$ cat config.mk
export PLATFORM = sky130hd
export DESIGN_NAME = intr_ctrl_flat
export DESIGN_NICKNAME = d
export VERILOG_FILES = /design/src/rtl/intc_pkg.sv /design/src/rtl/intr_ctrl_if.sv /design/src/rtl/intc_prio_enc.sv /design/src/rtl/intr_ctrl.sv /design/src/flat_wrapper.sv
export SDC_FILE = /design/constraint.sdc
export NUM_CORES = 1
export LEC_CHECK = 0
export BUFFER_PORTS_ARGS = -buffer_cell sky130_fd_sc_hd__clkbuf_2
export CAP_MARGIN = 40
export CORE_MARGIN = 2
export CORE_UTILIZATION = 50
export DETAILED_ROUTE_END_ITERATION = 10
export PLACE_DENSITY = 0.85
export SLEW_MARGIN = 20
export SYNTH_ARGS = -nofsm -noshare
export SYNTH_HDL_FRONTEND = slang
export SYNTH_SLANG_ARGS = --single-unit
$ cat constraint.sdc
create_clock -name clk -period 3 [get_ports clk]
set_input_delay 0.15 -clock clk [delete_from_list [all_inputs] [get_ports clk]]
set_output_delay 0.15 -clock clk [all_outputs]
set_load 0.01 [all_outputs]
$ cat src/rtl/intc_pkg.sv
// intc_pkg: shared definitions for the intr_ctrl interrupt controller.
//   - intc_state_e     : request/acknowledge sequencer states
//   - INTC_VEC_BASE    : default handler address of source 0
//   - INTC_VEC_STRIDE  : default byte spacing between per-source handlers
//   - intc_vector()    : handler address for a source index, modulo 2^32
package intc_pkg;

    typedef enum logic [1:0] {
        ST_IDLE  = 2'd0,
        ST_REQ   = 2'd1,
        ST_INSVC = 2'd2
    } intc_state_e;

    localparam logic [31:0] INTC_VEC_BASE   = 32'h0000_0008;
    localparam int unsigned INTC_VEC_STRIDE = 4;

    // 32-bit arithmetic wraps naturally, giving the modulo-2^32 result.
    function automatic logic [31:0] intc_vector(input logic [31:0] base,
                                                input int unsigned stride,
                                                input int unsigned idx);
        return base + idx * stride;
    endfunction

endpackage

$ cat src/rtl/intr_ctrl_if.sv
// intr_ctrl_if: source inputs, mask access and CPU intr/inta/eoi handshake
// of the interrupt controller.
//   master : controller side (drives intr, id, vector, mask, pending)
//   slave  : CPU / environment side (drives src, mask_we, mask_wdata, inta, eoi)
interface intr_ctrl_if #(
    parameter int NSRC = 8,
    parameter int IDW  = 3
);
    logic [NSRC-1:0] src;
    logic            mask_we;
    logic [NSRC-1:0] mask_wdata;
    logic [NSRC-1:0] mask;
    logic [NSRC-1:0] pending;
    logic            intr;
    logic            inta;
    logic            eoi;
    logic [IDW-1:0]  id;
    logic [31:0]     vector;

    modport master (
        input  src, mask_we, mask_wdata, inta, eoi,
        output mask, pending, intr, id, vector
    );

    modport slave (
        output src, mask_we, mask_wdata, inta, eoi,
        input  mask, pending, intr, id, vector
    );
endinterface

$ cat src/rtl/intc_prio_enc.sv
// intc_prio_enc: fixed-priority encoder, bit 0 has the highest priority.
//   eligible : NSRC-bit request vector
//   index    : lowest set bit position (0 when nothing is set)
//   valid    : at least one bit of eligible is set
// Purely combinational.
module intc_prio_enc #(
    parameter int NSRC = 8,
    parameter int IDW  = 3
) (
    input  logic [NSRC-1:0] eligible,
    output logic [IDW-1:0]  index,
    output logic            valid
);

    // Scan from the top down so the lowest set bit is the last to write.
    always_comb begin
        index = '0;
        for (int i = NSRC - 1; i >= 0; i--) begin
            if (eligible[i]) begin
                index = IDW'(i);
            end
        end
    end

    assign valid = |eligible;

endmodule

$ cat src/rtl/intr_ctrl.sv
// intr_ctrl: device-side interrupt controller for the CPU intr/inta/eoi
// handshake. Latches source rising edges into pending, applies a writable
// mask, requests the CPU with the highest-priority eligible source, latches
// id/vector on acknowledge and waits for end-of-interrupt.
//
// Ports:
//   clk   : system clock, rising edge
//   clrn  : synchronous active-high reset
//   bus   : intr_ctrl_if.master (src, mask_we/mask_wdata/mask, pending,
//           intr, inta, eoi, id, vector)
//
// Build option INTC_LEVEL_EN: when defined, sources are level-sensitive
// (pending follows src directly, acknowledge does not clear anything).
//
// state    | meaning
// ---------+--------------------------------------------------------
// ST_IDLE  | no request outstanding, waiting for an eligible source
// ST_REQ   | intr asserted, winner re-evaluated each cycle until inta
// ST_INSVC | acknowledged source in service, waiting for eoi
module intr_ctrl
    import intc_pkg::*;
#(
    parameter int          NSRC       = 8,
    parameter int          IDW        = 3,
    parameter logic [31:0] VEC_BASE   = INTC_VEC_BASE,
    parameter int unsigned VEC_STRIDE = INTC_VEC_STRIDE
) (
    input logic         clk,
    input logic         clrn,
    intr_ctrl_if.master bus
);

    intc_state_e     state_q, state_d;
    logic [NSRC-1:0] mask_q;
    logic [NSRC-1:0] pend;
    logic [NSRC-1:0] elig;
    logic [IDW-1:0]  winner;
    logic            win_valid;
    logic [IDW-1:0]  id_q;
    logic [31:0]     vector_q;
    logic            ack;

`ifdef INTC_LEVEL_EN
    assign pend = bus.src;
`else
    logic [NSRC-1:0] src_q;
    logic [NSRC-1:0] pend_q;
    logic [NSRC-1:0] rise;
    logic [NSRC-1:0] clr_vec;

    assign rise    = bus.src & ~src_q;
    assign clr_vec = ack ? (NSRC'(1) << winner) : '0;

    // OR-ing rise after the clear lets a new edge win over the acknowledge.
    always_ff @(posedge clk) begin
        if (clrn) begin
            src_q  <= '0;
            pend_q <= '0;
        end else begin
            src_q  <= bus.src;
            pend_q <= (pend_q & ~clr_vec) | rise;
        end
    end

    assign pend = pend_q;
`endif

    assign elig = pend & ~mask_q;

    intc_prio_enc #(
        .NSRC (NSRC),
        .IDW  (IDW)
    ) u_prio (
        .eligible (elig),
        .index    (winner),
        .valid    (win_valid)
    );

    always_comb begin
        state_d = state_q;
        ack     = 1'b0;
        case (state_q)
            ST_IDLE: begin
                if (win_valid) begin
                    state_d = ST_REQ;
                end
            end
            ST_REQ: begin
                // A request masked away before inta is withdrawn.
                if (!win_valid) begin
                    state_d = ST_IDLE;
                end else if (bus.inta) begin
                    ack     = 1'b1;
                    state_d = ST_INSVC;
                end
            end
            ST_INSVC: begin
                if (bus.eoi) begin
                    state_d = ST_IDLE;
                end
            end
            default: state_d = ST_IDLE;
        endcase
    end

    always_ff @(posedge clk) begin
        if (clrn) begin
            state_q  <= ST_IDLE;
            mask_q   <= '1;
            id_q     <= '0;
            vector_q <= VEC_BASE;
        end else begin
            state_q <= state_d;
            if (bus.mask_we) begin
                mask_q <= bus.mask_wdata;
            end
            if (ack) begin
                id_q     <= winner;
                vector_q <= intc_vector(VEC_BASE, VEC_STRIDE, 32'(winner));
            end
        end
    end

    assign bus.intr    = (state_q == ST_REQ);
    assign bus.id      = id_q;
    assign bus.vector  = vector_q;
    assign bus.mask    = mask_q;
    assign bus.pending = pend;

endmodule

$ cat src/flat_wrapper.sv
// flat-port wrapper written by rule: the top's interface ports become plain ports
module intr_ctrl_flat import intc_pkg::*;
#(
    parameter int          NSRC       = 8,
    parameter int          IDW        = 3,
    parameter logic [31:0] VEC_BASE   = INTC_VEC_BASE,
    parameter int unsigned VEC_STRIDE = INTC_VEC_STRIDE
)
  (clk, clrn, bus_src, bus_mask_we, bus_mask_wdata, bus_inta, bus_eoi, bus_mask, bus_pending, bus_intr, bus_id, bus_vector);
  intr_ctrl_if #(.NSRC(NSRC), .IDW(IDW)) bus_i ();
  input logic clk;
  input logic clrn;
  input wire logic [$bits(bus_i.src)-1:0] bus_src;
  input wire logic [$bits(bus_i.mask_we)-1:0] bus_mask_we;
  input wire logic [$bits(bus_i.mask_wdata)-1:0] bus_mask_wdata;
  input wire logic [$bits(bus_i.inta)-1:0] bus_inta;
  input wire logic [$bits(bus_i.eoi)-1:0] bus_eoi;
  output wire logic [$bits(bus_i.mask)-1:0] bus_mask;
  output wire logic [$bits(bus_i.pending)-1:0] bus_pending;
  output wire logic [$bits(bus_i.intr)-1:0] bus_intr;
  output wire logic [$bits(bus_i.id)-1:0] bus_id;
  output wire logic [$bits(bus_i.vector)-1:0] bus_vector;
  assign bus_i.src = bus_src;
  assign bus_i.mask_we = bus_mask_we;
  assign bus_i.mask_wdata = bus_mask_wdata;
  assign bus_i.inta = bus_inta;
  assign bus_i.eoi = bus_eoi;
  assign bus_mask = bus_i.mask;
  assign bus_pending = bus_i.pending;
  assign bus_intr = bus_i.intr;
  assign bus_id = bus_i.id;
  assign bus_vector = bus_i.vector;
  intr_ctrl #(.NSRC(NSRC), .IDW(IDW), .VEC_BASE(VEC_BASE), .VEC_STRIDE(VEC_STRIDE)) u_core (.clk(clk), .clrn(clrn), .bus(bus_i));
endmodule
==> flow_summary.json <==
{
  "status": "completed",
  "grt_max_degree": 21,
  "reg2reg_slack_ns": 1.23,
  "holdWs_ns": 0.0157,
  "ant_nets": 0,
  "dieHeight_um": 60.1,
  "drv_slew": 0,
  "worstPathMaxFanout": 4,
  "totalWireLength_um": 3310,
  "powerDensity_nw_per_um2": 489,
  "numCtsBuffers": 5,
  "grt_pass1_vias": 1223,
  "cp-end-kind": "flip-flop",
  "peakVddDrop_uv": 342,
  "dr.pass1.iters": 5,
  "grt_pass1_wl_um": 5440,
  "worstPathRequired_ns": 3.25,
  "setup_viol": 0,
  "hold_end": "u_core.bus.mask[6]$_SDFFE_PP1P_",
  "maxCapViolCount": 0,
  "via_count": 1340,
  "final_core_util_pct": 58.6,
  "synthCells": 177,
  "wire_per_inst_um": 12.4,
  "slew_headroom_pct": 54.1,
  "rows": 20,
  "drive_above_1_share_pct": 25.2,
  "leakage_nw": 0.829,
  "overflow": 0,
  "clkTransAtPathRegs_ns": 0.10,
  "h-tree-depth": 2,
  "gp_congestion": 0.791,
  "fill_cells": 310,
  "post-dp-hpwl_um": 2470,
  "finalClockSkew_ns": 0.00447,
  "synth-warning-count": 0,
  "yosys_register_bits": 32,
  "antenna_found_initial": 0,
  "min_path_cells": 3,
  "cts-root-buf": "clkbuf_4",
  "worstRegToRegCells": 4,
  "rr_endpoint": "u_core.bus.vector[3]$_SDFFE_PP1P_",
  "hold_viol": 0,
  "insertion_delay_ns": 0.35,
  "cts_setup_buffers": 0,
  "regArea_um2": 641,
  "hold_start": "bus_mask_wdata[6]",
  "rsz0062_at_grt": "no",
  "syn_area_um2": 1580,
  "finalCriticalPeriod_ns": 1.77,
  "arrival_ns": 2.02,
  "seq_area_frac_synth_pct": 40.7,
  "dieArea_um2": 3620,
  "portBuffers": 44,
  "start_util_pct": 52.0,
  "avgSynthCellArea_um2": 8.90,
  "grt_usage_pct": 20.8,
  "start_kind": "flip-flop",
  "ys_types": 37,
  "rr_startpoint": "u_core.bus.pending[2]$_SDFF_PP0_",
  "post-route-drc-count": 0,
  "cts_hold_buf": 0,
  "finalCritPeriodShare_pct": 59.0,
  "max-clock-path-buffers": 2,
  "cts_resized": 0,
  "tightest_slew_ns": 0.681,
  "die_w_um": 60.1,
  "coreArea_um2": 3030,
  "antenna_cells": 0,
  "setup_tns_ns": 0,
  "cts_sinks": 32,
  "drt-initial-drc-count": 33,
  "area_growth_pct": 12.7,
  "min_path_type": "in -> reg",
  "nets": 242,
  "path_class": "reg -> reg",
  "fmax_mhz": 565,
  "multi_input_area_um2": 795,
  "cts_tree": "built",
  "io_pins": 73,
  "drt-vias-per-instance": 5.04
}
[area by class of cell]
type	instances	area share (%)
multi-input cells	137	44.7
clock buffers	6	2.89
repair buffers	44	12.4
flip-flops and latches	32	36.1
clock inverters	2	0.564
well taps	44	3.10
inverters	1	0.211
[layout by cell type (no fill, tap or decap), types with 2 or more instances in the layout]
cell | netlist | routed
clkbuf_2 | 0 | 44
dfxtp_1 | 32 | 32
conb_1 | 1 | 28
nor2b_1 | 22 | 22
a21oi_1 | 12 | 12
nand2_1 | 11 | 11
o21ai_0 | 10 | 10
mux2i_1 | 8 | 8
nand2b_1 | 7 | 7
nor3_1 | 7 | 7
nor2_1 | 5 | 5
clkbuf_4 | 0 | 5
nor4_1 | 4 | 4
o211ai_1 | 2 | 2
clkinv_2 | 0 | 2
[registers in the layout, indices dropped and copies added, names as in the netlist]
register and count:
u_core.bus.mask 8, u_core.src_q 8, u_core.bus.vector 3, u_core.state_q 2
u_core.bus.id 3, u_core.bus.pending 8
[worst max-delay path by stage]
stage,cells past startpoint,start,end
detailed placement,4,u_core.bus.pending[2]$_SDFF_PP0_,u_core.bus.vector[3]$_SDFFE_PP1P_
floorplan,5,u_core.bus.pending[0]$_SDFF_PP0_,u_core.bus.vector[5]$_SDFFE_PP0P_
finish,4,u_core.bus.pending[2]$_SDFF_PP0_,u_core.bus.vector[3]$_SDFFE_PP1P_
global route,4,u_core.bus.pending[2]$_SDFF_PP0_,u_core.bus.vector[3]$_SDFFE_PP1P_
global placement,4,u_core.bus.pending[0]$_SDFF_PP0_,u_core.bus.vector[5]$_SDFFE_PP0P_
CTS,4,u_core.bus.pending[2]$_SDFF_PP0_,u_core.bus.vector[3]$_SDFFE_PP1P_
[routing by layer]
layer / track usage [%] / vias up / share of wire, %
met5: 0 / - / 0
met4: 9.21 / 0 / 1.8
met3: 7.14 / 6 / 7.0
met2: 35.7 / 64 / 49
met1: 23.0 / 624 / 42
li1: - / 646 / -
[synth_stat cells, drive strengths merged]
master	instances	area, µm²
nand2b	7	43.8
o21ba	1	10.0
nor2	5	18.8
o211ai	2	15.0
nor3	7	35.0
nand3	1	5.00
nand3b	1	20.0
mux2i	8	80.1
inv	1	3.75
and2b	1	7.51
a211o	1	8.76
a41oi	1	8.76
nand4	1	6.26
clkbuf	4	15.0
a21oi	12	60.1
nor3b	1	7.51
or4	1	7.51
o21ai	11	55.1
a221oi	1	8.76
a21bo	1	10.0
nor4	5	37.5
o31a	1	8.76
nor2b	22	138
a2111oi	1	8.76
nand2	11	41.3
dfxtp	32	641
o21a	1	7.51
or3	1	6.26
o211a	1	10.0
and3	1	6.26
o31ai	1	7.51
buf	30	223
conb	1	3.75
a221o	1	10.0
[power breakdown]
group	internal [W]	leakage (nW)	switching [W]
sequential	0.000449	0.265	0.0000188
combinational	0.0000533	0.526	0.0000822
clock	0.000111	0.0380	0.000154
[critical path: stages (launching register included)]
cell and delay (ns):
dfxtp_1 0.34, nor2b_1 0.18, nor4_1 0.63, a21oi_1 0.24, o31a_1 0.28
[cells by family after synthesis]
logic type	share of synthesized area (%)
AND/OR/NAND/NOR	24.1
buffers and inverters	15.3
flip-flops	40.7
AO/OA/AOI/OAI	14.5
multiplexers	5.08
other	0.238
[through the flow]
step / area (µm²) / cells / total power, W / setup WS (ns)
finish: 1780 / 266 / 0.000868 / 1.23
global route: 1780 / 266 / 0.000911 / 1.19
CTS: 1780 / 266 / 0.000870 / 1.26
detailed placement: 1710 / 258 / 0.000611 / 1.30
global placement: 1710 / 258 / 0.000606 / 1.38
floorplan: 1680 / 204 / 0.000589 / 1.45
No activity file was read; power rests on OpenSTA's default activity.
